--- src/rtl/polyvec_basemul_acc_ctrl.sv ---
// Sequencer for polyvec base-multiply-accumulate: streams RAM A/B into the basemul core,
// accumulates its products into RAM C for K poly pairs, then optionally runs a REDC pass over C.
//
//   state      | meaning
//   -----------+-----------------------------------------------------------
//   S_IDLE     | waiting for start
//   S_LOAD     | read LEN words of RAM A/B (bank k_idx) into basemul
//   S_LFLUSH   | RD_LAT cycles for the last loads to land
//   S_CAL      | one-cycle basemul start pulse
//   S_CAL_WAIT | wait for bm_done
//   S_DRAIN    | read LEN products, read old C when k_idx != 0
//   S_DFLUSH   | RD_LAT cycles for the last C writes, then next poly/REDC/FIN
//   S_REDC     | read LEN words of C for the reduction write-back
//   S_RFLUSH   | RD_LAT cycles for the last reduced writes
//   S_FIN      | one-cycle done pulse
module polyvec_basemul_acc_ctrl #(
   parameter  int K      = 3,
   parameter  int LEN    = 128,
   parameter  int RD_LAT = 1,
   localparam int AW     = $clog2(LEN),
   localparam int KW     = (K > 2) ? $clog2(K) : 1
) (
   input  logic          i_clk,
   input  logic          i_reset_n,
   input  logic          i_start,
   input  logic          i_redc_en,
   input  logic          i_abort,
   input  logic          i_bm_done,
   output logic          o_busy,
   output logic          o_done,
   output logic [KW-1:0] o_k_idx,
   output logic [AW-1:0] o_addr,
   output logic          o_ab_re,
   output logic          o_bm_load_en,
   output logic          o_bm_start,
   output logic          o_bm_rd_en,
   output logic          o_c_re,
   output logic          o_c_we,
   output logic [AW-1:0] o_c_waddr,
   output logic          o_acc_first,
   output logic          o_redc_sel
);

   localparam logic [3:0] S_IDLE     = 4'd0;
   localparam logic [3:0] S_LOAD     = 4'd1;
   localparam logic [3:0] S_LFLUSH   = 4'd2;
   localparam logic [3:0] S_CAL      = 4'd3;
   localparam logic [3:0] S_CAL_WAIT = 4'd4;
   localparam logic [3:0] S_DRAIN    = 4'd5;
   localparam logic [3:0] S_DFLUSH   = 4'd6;
   localparam logic [3:0] S_REDC     = 4'd7;
   localparam logic [3:0] S_RFLUSH   = 4'd8;
   localparam logic [3:0] S_FIN      = 4'd9;

   localparam int FW = 2;
   localparam logic [FW-1:0] FLUSH_LOAD = FW'(RD_LAT - 1);

   logic [3:0]    r_state;
   logic [KW-1:0] r_k_idx;
   logic [AW-1:0] r_addr;
   logic [FW-1:0] r_flush_cnt;
   logic          r_redc_en;

   logic [RD_LAT-1:0] r_ld_pipe;
   logic [RD_LAT-1:0] r_wr_pipe;
   logic [RD_LAT-1:0] r_af_pipe;
   logic [RD_LAT-1:0] r_rs_pipe;
   logic [AW-1:0]     r_wa_pipe [RD_LAT];

   logic w_addr_last;
   logic w_k_last;
   logic w_k_zero;
   logic w_flush_end;
   logic w_ab_re;
   logic w_wr_v;
   logic w_acc_first;
   logic w_redc;
   logic w_c_re;

   assign w_addr_last = (r_addr == AW'(LEN - 1));
   assign w_k_last    = (r_k_idx == KW'(K - 1));
   assign w_k_zero    = (r_k_idx == '0);
   assign w_flush_end = (r_flush_cnt == '0);

   assign w_ab_re     = (r_state == S_LOAD);
   assign w_wr_v      = (r_state == S_DRAIN) || (r_state == S_REDC);
   assign w_acc_first = (r_state == S_DRAIN) && w_k_zero;
   assign w_redc      = (r_state == S_REDC);
   assign w_c_re      = ((r_state == S_DRAIN) && !w_k_zero) || w_redc;

   always_ff @(posedge i_clk or negedge i_reset_n) begin
      if (!i_reset_n) begin
         r_state     <= S_IDLE;
         r_k_idx     <= '0;
         r_addr      <= '0;
         r_flush_cnt <= '0;
         r_redc_en   <= 1'b0;
      end else if (i_abort) begin
         r_state     <= S_IDLE;
         r_k_idx     <= '0;
         r_addr      <= '0;
         r_flush_cnt <= '0;
      end else begin
         case (r_state)
            S_IDLE: begin
               if (i_start) begin
                  r_state   <= S_LOAD;
                  r_k_idx   <= '0;
                  r_addr    <= '0;
                  r_redc_en <= i_redc_en;
               end
            end
            S_LOAD: begin
               if (w_addr_last) begin
                  r_addr      <= '0;
                  r_flush_cnt <= FLUSH_LOAD;
                  r_state     <= S_LFLUSH;
               end else begin
                  r_addr <= r_addr + AW'(1);
               end
            end
            S_LFLUSH: begin
               if (w_flush_end) r_state <= S_CAL;
               else             r_flush_cnt <= r_flush_cnt - FW'(1);
            end
            S_CAL: r_state <= S_CAL_WAIT;
            S_CAL_WAIT: begin
               if (i_bm_done) r_state <= S_DRAIN;
            end
            S_DRAIN: begin
               if (w_addr_last) begin
                  r_addr      <= '0;
                  r_flush_cnt <= FLUSH_LOAD;
                  r_state     <= S_DFLUSH;
               end else begin
                  r_addr <= r_addr + AW'(1);
               end
            end
            S_DFLUSH: begin
               if (!w_flush_end) begin
                  r_flush_cnt <= r_flush_cnt - FW'(1);
               end else if (w_k_last) begin
                  r_state <= r_redc_en ? S_REDC : S_FIN;
               end else begin
                  r_k_idx <= r_k_idx + KW'(1);
                  r_state <= S_LOAD;
               end
            end
            S_REDC: begin
               if (w_addr_last) begin
                  r_addr      <= '0;
                  r_flush_cnt <= FLUSH_LOAD;
                  r_state     <= S_RFLUSH;
               end else begin
                  r_addr <= r_addr + AW'(1);
               end
            end
            S_RFLUSH: begin
               if (w_flush_end) r_state <= S_FIN;
               else             r_flush_cnt <= r_flush_cnt - FW'(1);
            end
            S_FIN: begin
               r_state <= S_IDLE;
               r_k_idx <= '0;
            end
            default: r_state <= S_IDLE;
         endcase
      end
   end

   // Read-side strobes and their attributes travel together so each write sees the
   // address and data-path selects of the read that produced it.
   always_ff @(posedge i_clk or negedge i_reset_n) begin
      if (!i_reset_n) begin
         r_ld_pipe <= '0;
         r_wr_pipe <= '0;
         r_af_pipe <= '0;
         r_rs_pipe <= '0;
         for (int i = 0; i < RD_LAT; i++) r_wa_pipe[i] <= '0;
      end else if (i_abort) begin
         r_ld_pipe <= '0;
         r_wr_pipe <= '0;
         r_af_pipe <= '0;
         r_rs_pipe <= '0;
         for (int i = 0; i < RD_LAT; i++) r_wa_pipe[i] <= '0;
      end else begin
         r_ld_pipe[0] <= w_ab_re;
         r_wr_pipe[0] <= w_wr_v;
         r_af_pipe[0] <= w_acc_first;
         r_rs_pipe[0] <= w_redc;
         r_wa_pipe[0] <= r_addr;
         for (int i = 1; i < RD_LAT; i++) begin
            r_ld_pipe[i] <= r_ld_pipe[i-1];
            r_wr_pipe[i] <= r_wr_pipe[i-1];
            r_af_pipe[i] <= r_af_pipe[i-1];
            r_rs_pipe[i] <= r_rs_pipe[i-1];
            r_wa_pipe[i] <= r_wa_pipe[i-1];
         end
      end
   end

   assign o_busy       = (r_state != S_IDLE);
   assign o_done       = (r_state == S_FIN);
   assign o_k_idx      = r_k_idx;
   assign o_addr       = r_addr;
   assign o_ab_re      = w_ab_re;
   assign o_bm_start   = (r_state == S_CAL);
   assign o_bm_rd_en   = (r_state == S_DRAIN);
   assign o_c_re       = w_c_re;
   assign o_bm_load_en = r_ld_pipe[RD_LAT-1];
   assign o_c_we       = r_wr_pipe[RD_LAT-1];
   assign o_c_waddr    = r_wa_pipe[RD_LAT-1];
   assign o_acc_first  = r_af_pipe[RD_LAT-1];
   assign o_redc_sel   = r_rs_pipe[RD_LAT-1];

endmodule

--- config.mk ---
export PLATFORM = sky130hd
export DESIGN_NAME = polyvec_basemul_acc_ctrl
export DESIGN_NICKNAME = d
export VERILOG_FILES = /design/src/rtl/polyvec_basemul_acc_ctrl.sv
export SDC_FILE = /design/constraint.sdc
export NUM_CORES = 1
export LEC_CHECK = 0
export ABC_AREA = 1
export CORE_MARGIN = 2
export CORE_UTILIZATION = 47
export DETAILED_ROUTE_END_ITERATION = 6
export PLACE_DENSITY = 0.74
export SYNTH_ARGS = -nofsm -noshare
export SYNTH_HDL_FRONTEND = slang
export SYNTH_SLANG_ARGS = --single-unit
--- constraint.sdc ---
create_clock -name i_clk -period 1.9 [get_ports i_clk]
set_clock_uncertainty 0.05 [all_clocks]
set_input_delay 0.475 -clock i_clk [delete_from_list [all_inputs] [get_ports i_clk]]
set_output_delay 0.475 -clock i_clk [all_outputs]
set_load 0.02 [all_outputs]
==> Word-level counts from Yosys, hierarchy flattened <==
Index checks and enable logic that the tools add are counted.
{ "totals": {"ff_bits": 27, "latchBits": 0, "ram_bits": 0, "rom_bits": 0, "input_bits": 6, "output_inout_bits": 26, "wordCells": 85, "mem_count": 0} }
{ "op_classes": {"addsub": 3, "n_mul": 0, "div_mod_pow": 0, "magnitude_cmp": 0, "eq_ne": 22, "shifts": 0, "n_mux": 30, "bitwise": 1, "n_reduce_logical": 19} }
{ "op_table": {"columns": ["cell", "count"], "rows": [
  ["two-way mux 4 bit", 11],
  ["case mux 4 bit (9 select lines)", 1],
  ["two-way mux 7 bit", 4],
  ["!= test 3 bit, second input constant", 8],
  ["== test 4 x 3 -> 1 bit, second input constant", 4],
  ["two-way mux 2 bit", 7],
  ["case mux 7 bit (2 select lines)", 1],
  ["== test 4 x 2 -> 1 bit, second input constant", 2],
  ["== test 4 bit, second input constant", 2],
  ["AND reduction 8 bit", 1],
  ["nonzero test 4 bit", 2],
  ["adder 7 x 1 -> 7 bit, second input constant", 1],
  ["== test 7 bit, second input constant", 1],
  ["!= test 3 x 2 -> 1 bit, second input constant", 2],
  ["case mux 2 bit (3 select lines)", 1],
  ["AND reduction 3 bit", 2],
  ["nonzero test 3 bit", 2],
  ["OR reduction 3 bit", 2],
  ["== test 4 x 1 -> 1 bit, second input constant", 1],
  ["zero test 2 bit", 2],
  ["zero test 4 bit", 1],
  ["two-way mux 1 bit", 4],
  ["case mux 2 bit (2 select lines)", 1],
  ["AND reduction 4 bit", 1],
  ["9 further kinds", 11]
]} }

==> Depth between registers and ports, before layout <==
{ "logic_depth": {"ltp_word": 5, "depth_mapped": 10, "mapped_depth_nobuf": 10} }

==> Worst setup path after synthesis <==
OpenSTA, ideal clock, no wires.
{ "synth_path": {"kind": "register -> output", "from": "register r_k_idx[0], in the netlist o_k_idx[0]", "to": "output o_c_re", "arrival_time_ns": 1.256, "required_ns": 1.375, "slack_ns": 0.119, "path_stages_with_launch": 4, "path_buffers": 0, "path_cell_list": "dfrtp_1 -> inv_1 -> ha_1 -> o21ai_0"} }
{ "synth_between": {"elab_chain_cells": 4} }
{ "synth_rtl": {"columns": ["item", "line", "rtl"], "rows": [
  ["start: declaration", "59", "logic [KW-1:0] r_k_idx;"],
  ["start signal: assignment", "145", "r_k_idx <= r_k_idx + KW'(1);"],
  ["zero test 2 bit", "82", "assign w_k_zero = (r_k_idx == '0);"],
  ["zero test 1 bit", "89", "assign w_c_re = ((r_state == S_DRAIN) && !w_k_zero) || w_redc;"],
  ["logical AND 1 bit", "89", null],
  ["logical OR 1 bit", "89", null],
  ["end: declaration", "37", "output logic o_c_re,"]
]} }
No other way between the ends.

==> Final worst setup path <==
{ "layout_path": {"from": "register r_state[0]", "to": "output o_done"} }
{ "layout_between": {"elab_chain_cells": 1} }
{ "layout_rtl": {"columns": ["item", "line", "rtl"], "rows": [
  ["start: declaration", "58", "logic [3:0] r_state;"],
  ["start signal: assignment", "143", "r_state <= r_redc_en ? S_REDC : S_FIN;"],
  ["== test 4 bit", "203", "assign o_done = (r_state == S_FIN);"],
  ["end: declaration", "30", "output logic o_done,"]
]} }
No other way between the ends.

==> run_results.csv <==
group,metric,value,unit
die,row_count,20,
timing,final-hold-violation-count,0,
route,viasPerCell,4.981,
final_layout,fin_cells,308,
placement,placed_cell_area,2079,sq um
clocking,clkSinkCount,27,
die,dieArea,3734,sq um
critical_path,crit_start,"r_state[0]",
clocking,cts_buffer_depth,2,
clocking,clkLatencyLatePin,0.32,ns
die,die_x,61.11,microns
clocking,clkTransAtPathRegs,0.15,ns
placement,dpl.cell_count,299,
route,drt_first_iter_violations,55,
min_path,min_to,"r_flush_cnt[1]",
critical_path,slowest_stage,"dfrtp_1",
timing,tightest_slew,0.3513,ns
run_status,outcome,"complete, no violations",
min_path,min-delay-start,"r_flush_cnt[1]",
critical_path,cp_top_family,"flip-flops",
min_path,hold_class,"flop to flop",
placement,place_congestion,0.8679,
global_routing,grt-ovfl-total,0,
synthesis,synthesis.nets,211,
die,ios,32,
placement,hpwlAfterDp,2825,microns
final_layout,nets,275,
synthesis,yosysWarnings,0,
synthesis,synth_area,1533,sq um
critical_path,r2r-end,"r_state[2]",
die,initial_core_util,49.80,%
global_routing,grt_pass1_vias,1360,
synthesis,syn_inst,201,
route,wl_per_cell,12.18,microns
placement,portBuffers,31,
die,die-height,61.11,microns
critical_path,ff2ff_path_depth,10,
timing,period_share,96.82,%
synthesis,ys_seq_area_share,44.08,%
critical_path,endpoint_kind,"primary output",
critical_path,crit_fanout,4,
critical_path,worstSetupPathType,"flop to primary output",
final_layout,final_layout_size_suffix_gt1_share,28.41,%
die,core_area,3078,sq um
route,firstDrtPassIters,4,
timing,finalSetupViolations,0,
global_routing,grt.total_usage,21.47,%
route,ant_nets,0,
power_and_ir_drop,p_leak,1.171,nW
clocking,cts_tree,"built",
synthesis,avgSynthCellArea,7.625,sq um
critical_path,rrSetupSlack,0.17,ns
route,route.detailed.drc,0,
critical_path,r2r-start,"o_addr[0]",
timing,slew_headroom,76.58,%
critical_path,start_kind,"flop",
min_path,hold_path_depth,2,
synthesis,ys_seq_elements,27,
power_and_ir_drop,vdd_ir_drop_max,0.6292,mV
final_layout,syn2layout_area_growth,40.90,%
power_and_ir_drop,power.density,959.5,nW/um^2
critical_path,path_common_cell,"inv_2",
global_routing,grt_max_degree,28,
final_layout,finalInstanceArea,2160,sq um
clocking,htree_levels,1,
clocking,root_buffer,"clkbuf_4",
critical_path,critPathMaxStageDelay,0.43,ns
timing,fmax,0.5436,GHz
route,vias,1534,
critical_path,path_buf_inv,4,
timing,post-route-min-period,1.840,ns
global_routing,antenna_found_initial,0,
global_routing,grt_pass1_wl,6016,microns
clocking,cts_made_buffers,3,
job,cap_violations,0,
synthesis,yosys.cell_types.count,27,
critical_path,cp.required,1.37,ns
timing,slew_violations,0,
route,wirelength,3750,microns
critical_path,cp_data_arrival_time,1.31,ns
critical_path,path_cells,"inv_2 > nor2_4 > buf_4 > nand2_1 > inv_2 > buf_6",
final_layout,n_antenna_cell,0,
-- where the power goes --
part           switching (mW)  internal [mW]  total, mW  leakage, nW
Clock                   0.166         0.0787      0.245       0.0177
Combinational           0.632          0.487       1.12        0.783
Sequential             0.0641          0.644      0.709        0.369
Total                   0.862           1.21       2.07         1.17
-- layer usage --
metal | part of all wire, % | GRT usage, % | up-vias
li1 | - | - | 769
met1 | 45 | 29.70 | 711
met2 | 48 | 36.17 | 50
met3 | 5.4 | 2.521 | 4
met4 | 1.1 | 4.658 | 0
met5 | 0 | 0 | -
-- cell families (layout without fill, tap and decap cells) --
logic type	Yosys count	in the layout	share of synthesized area, %
and+or+nand+nor	124	124	37.88
buffers and inverters	30	93	7.510
DFF	27	27	44.08
AOI/OAI and AO/OA	14	14	5.959
adders and majority gates	4	4	3.265
xor gates and xnor gates	1	1	0.5715
muxes	1	1	0.7346
-- stage by stage --
stage                     setup TNS [ns]  util (%)  total power [mW]  hold WS [ns]  setup WS (ns)
after floorplan                        0         -             1.279        0.1294         0.1190
after global placement          -0.03549     67.56             1.737        0.4061       -0.02544
after detailed placement        -0.07106     67.56             1.744        0.4166       -0.03720
after CTS                              0     67.64             1.948        0.4501        0.01229
after global routing            -0.01233     70.16             2.197        0.4650      -0.007731
final                                  0     70.16             2.072        0.4433        0.06043
-- worst min-delay path: cells and delay by family, from the launching register on --
family,cells,cell delay [ns]
simple gates,2,0.10
flops,1,0.37
-- placed cells by master (no fill, tap or decap), types with 3 or more instances in the layout --
cell	n
ha_1	4
nor2_4	3
clkdlybuf4s50_1	16
dlygate4sd2_1	7
dfrtp_1	26
buf_4	31
nand4_1	7
nand2_1	51
o21ai_1	3
nor2_2	7
nor2_1	20
nor3_1	3
inv_2	6
inv_1	19
buf_6	4
o21ai_2	5
nand3_1	19
clkbuf_4	3
a21oi_1	3
nand2_2	7
-- registers in the layout, summed over array words and instances (netlist names) --
name          flops
o_acc_first       1
o_addr            7
o_bm_load_en      1
o_c_waddr         7
o_c_we            1
o_k_idx           2
o_redc_sel        1
r_flush_cnt       2
r_redc_en         1
r_state           4
-- worst max-delay path by stage --
stage | slack, ns | depth (start not counted) | to
final | 0.06 | 6 | o_done
after global placement | -0.03 | 4 | o_c_re
after detailed placement | -0.04 | 4 | o_c_re
after global routing | -0.008 | 5 | o_ab_re
after CTS | 0.01 | 1 | o_addr[3]
after floorplan | 0.12 | 3 | o_c_re
-- cell usage after synthesis --
cell type	count	share of area, %
nand2_1	54	13
dfrtp_1	27	44
inv_1	21	5.1
nor2_1	20	4.9
nand3_1	19	6.2
nor2_2	9	3.7
nand4_1	7	2.9
inv_2	6	1.5
o21ai_2	5	2.9
ha_1	4	3.3
nand2_2	4	1.6
a21oi_1	3	0.98
nor3_1	3	0.98
o21ai_0	3	0.98
buf_2	2	0.65
nand3b_1	2	0.98
o21ai_1	2	0.65
and2_1	1	0.41
buf_1	1	0.24
mux2_2	1	0.73
nand2_4	1	0.73
nand3_2	1	0.65
nor2_4	1	0.73
nor3b_1	1	0.49
o31ai_1	1	0.49
or2_0	1	0.41
xor2_1	1	0.57
-- what timing repair did --
| action | in CTS | in global routing |
|---|---|---|
| endpoints found under the setup margin | 13 | 11 |
| gates resized for setup | 31 | 22 |
| setup buffers | 1 | 4 |
| hold buffers | 0 | 0 |
| gates cloned | 0 | 0 |
| pin swaps | 0 | 3 |
| hold endpoints to repair | 0 | 0 |
-- layout make-up --
type | instances | area, sq um
Fill cell | 269 | 918.4
Multi-Input combinational cell | 144 | 759.5
Sequential cell | 27 | 676.9
Timing Repair Buffer | 62 | 534.3
Inverter | 27 | 106.4
Tap cell | 44 | 55.05
Clock buffer | 3 | 22.52
Clock inverter | 1 | 5.005
(Power assumes the default switching activity.)
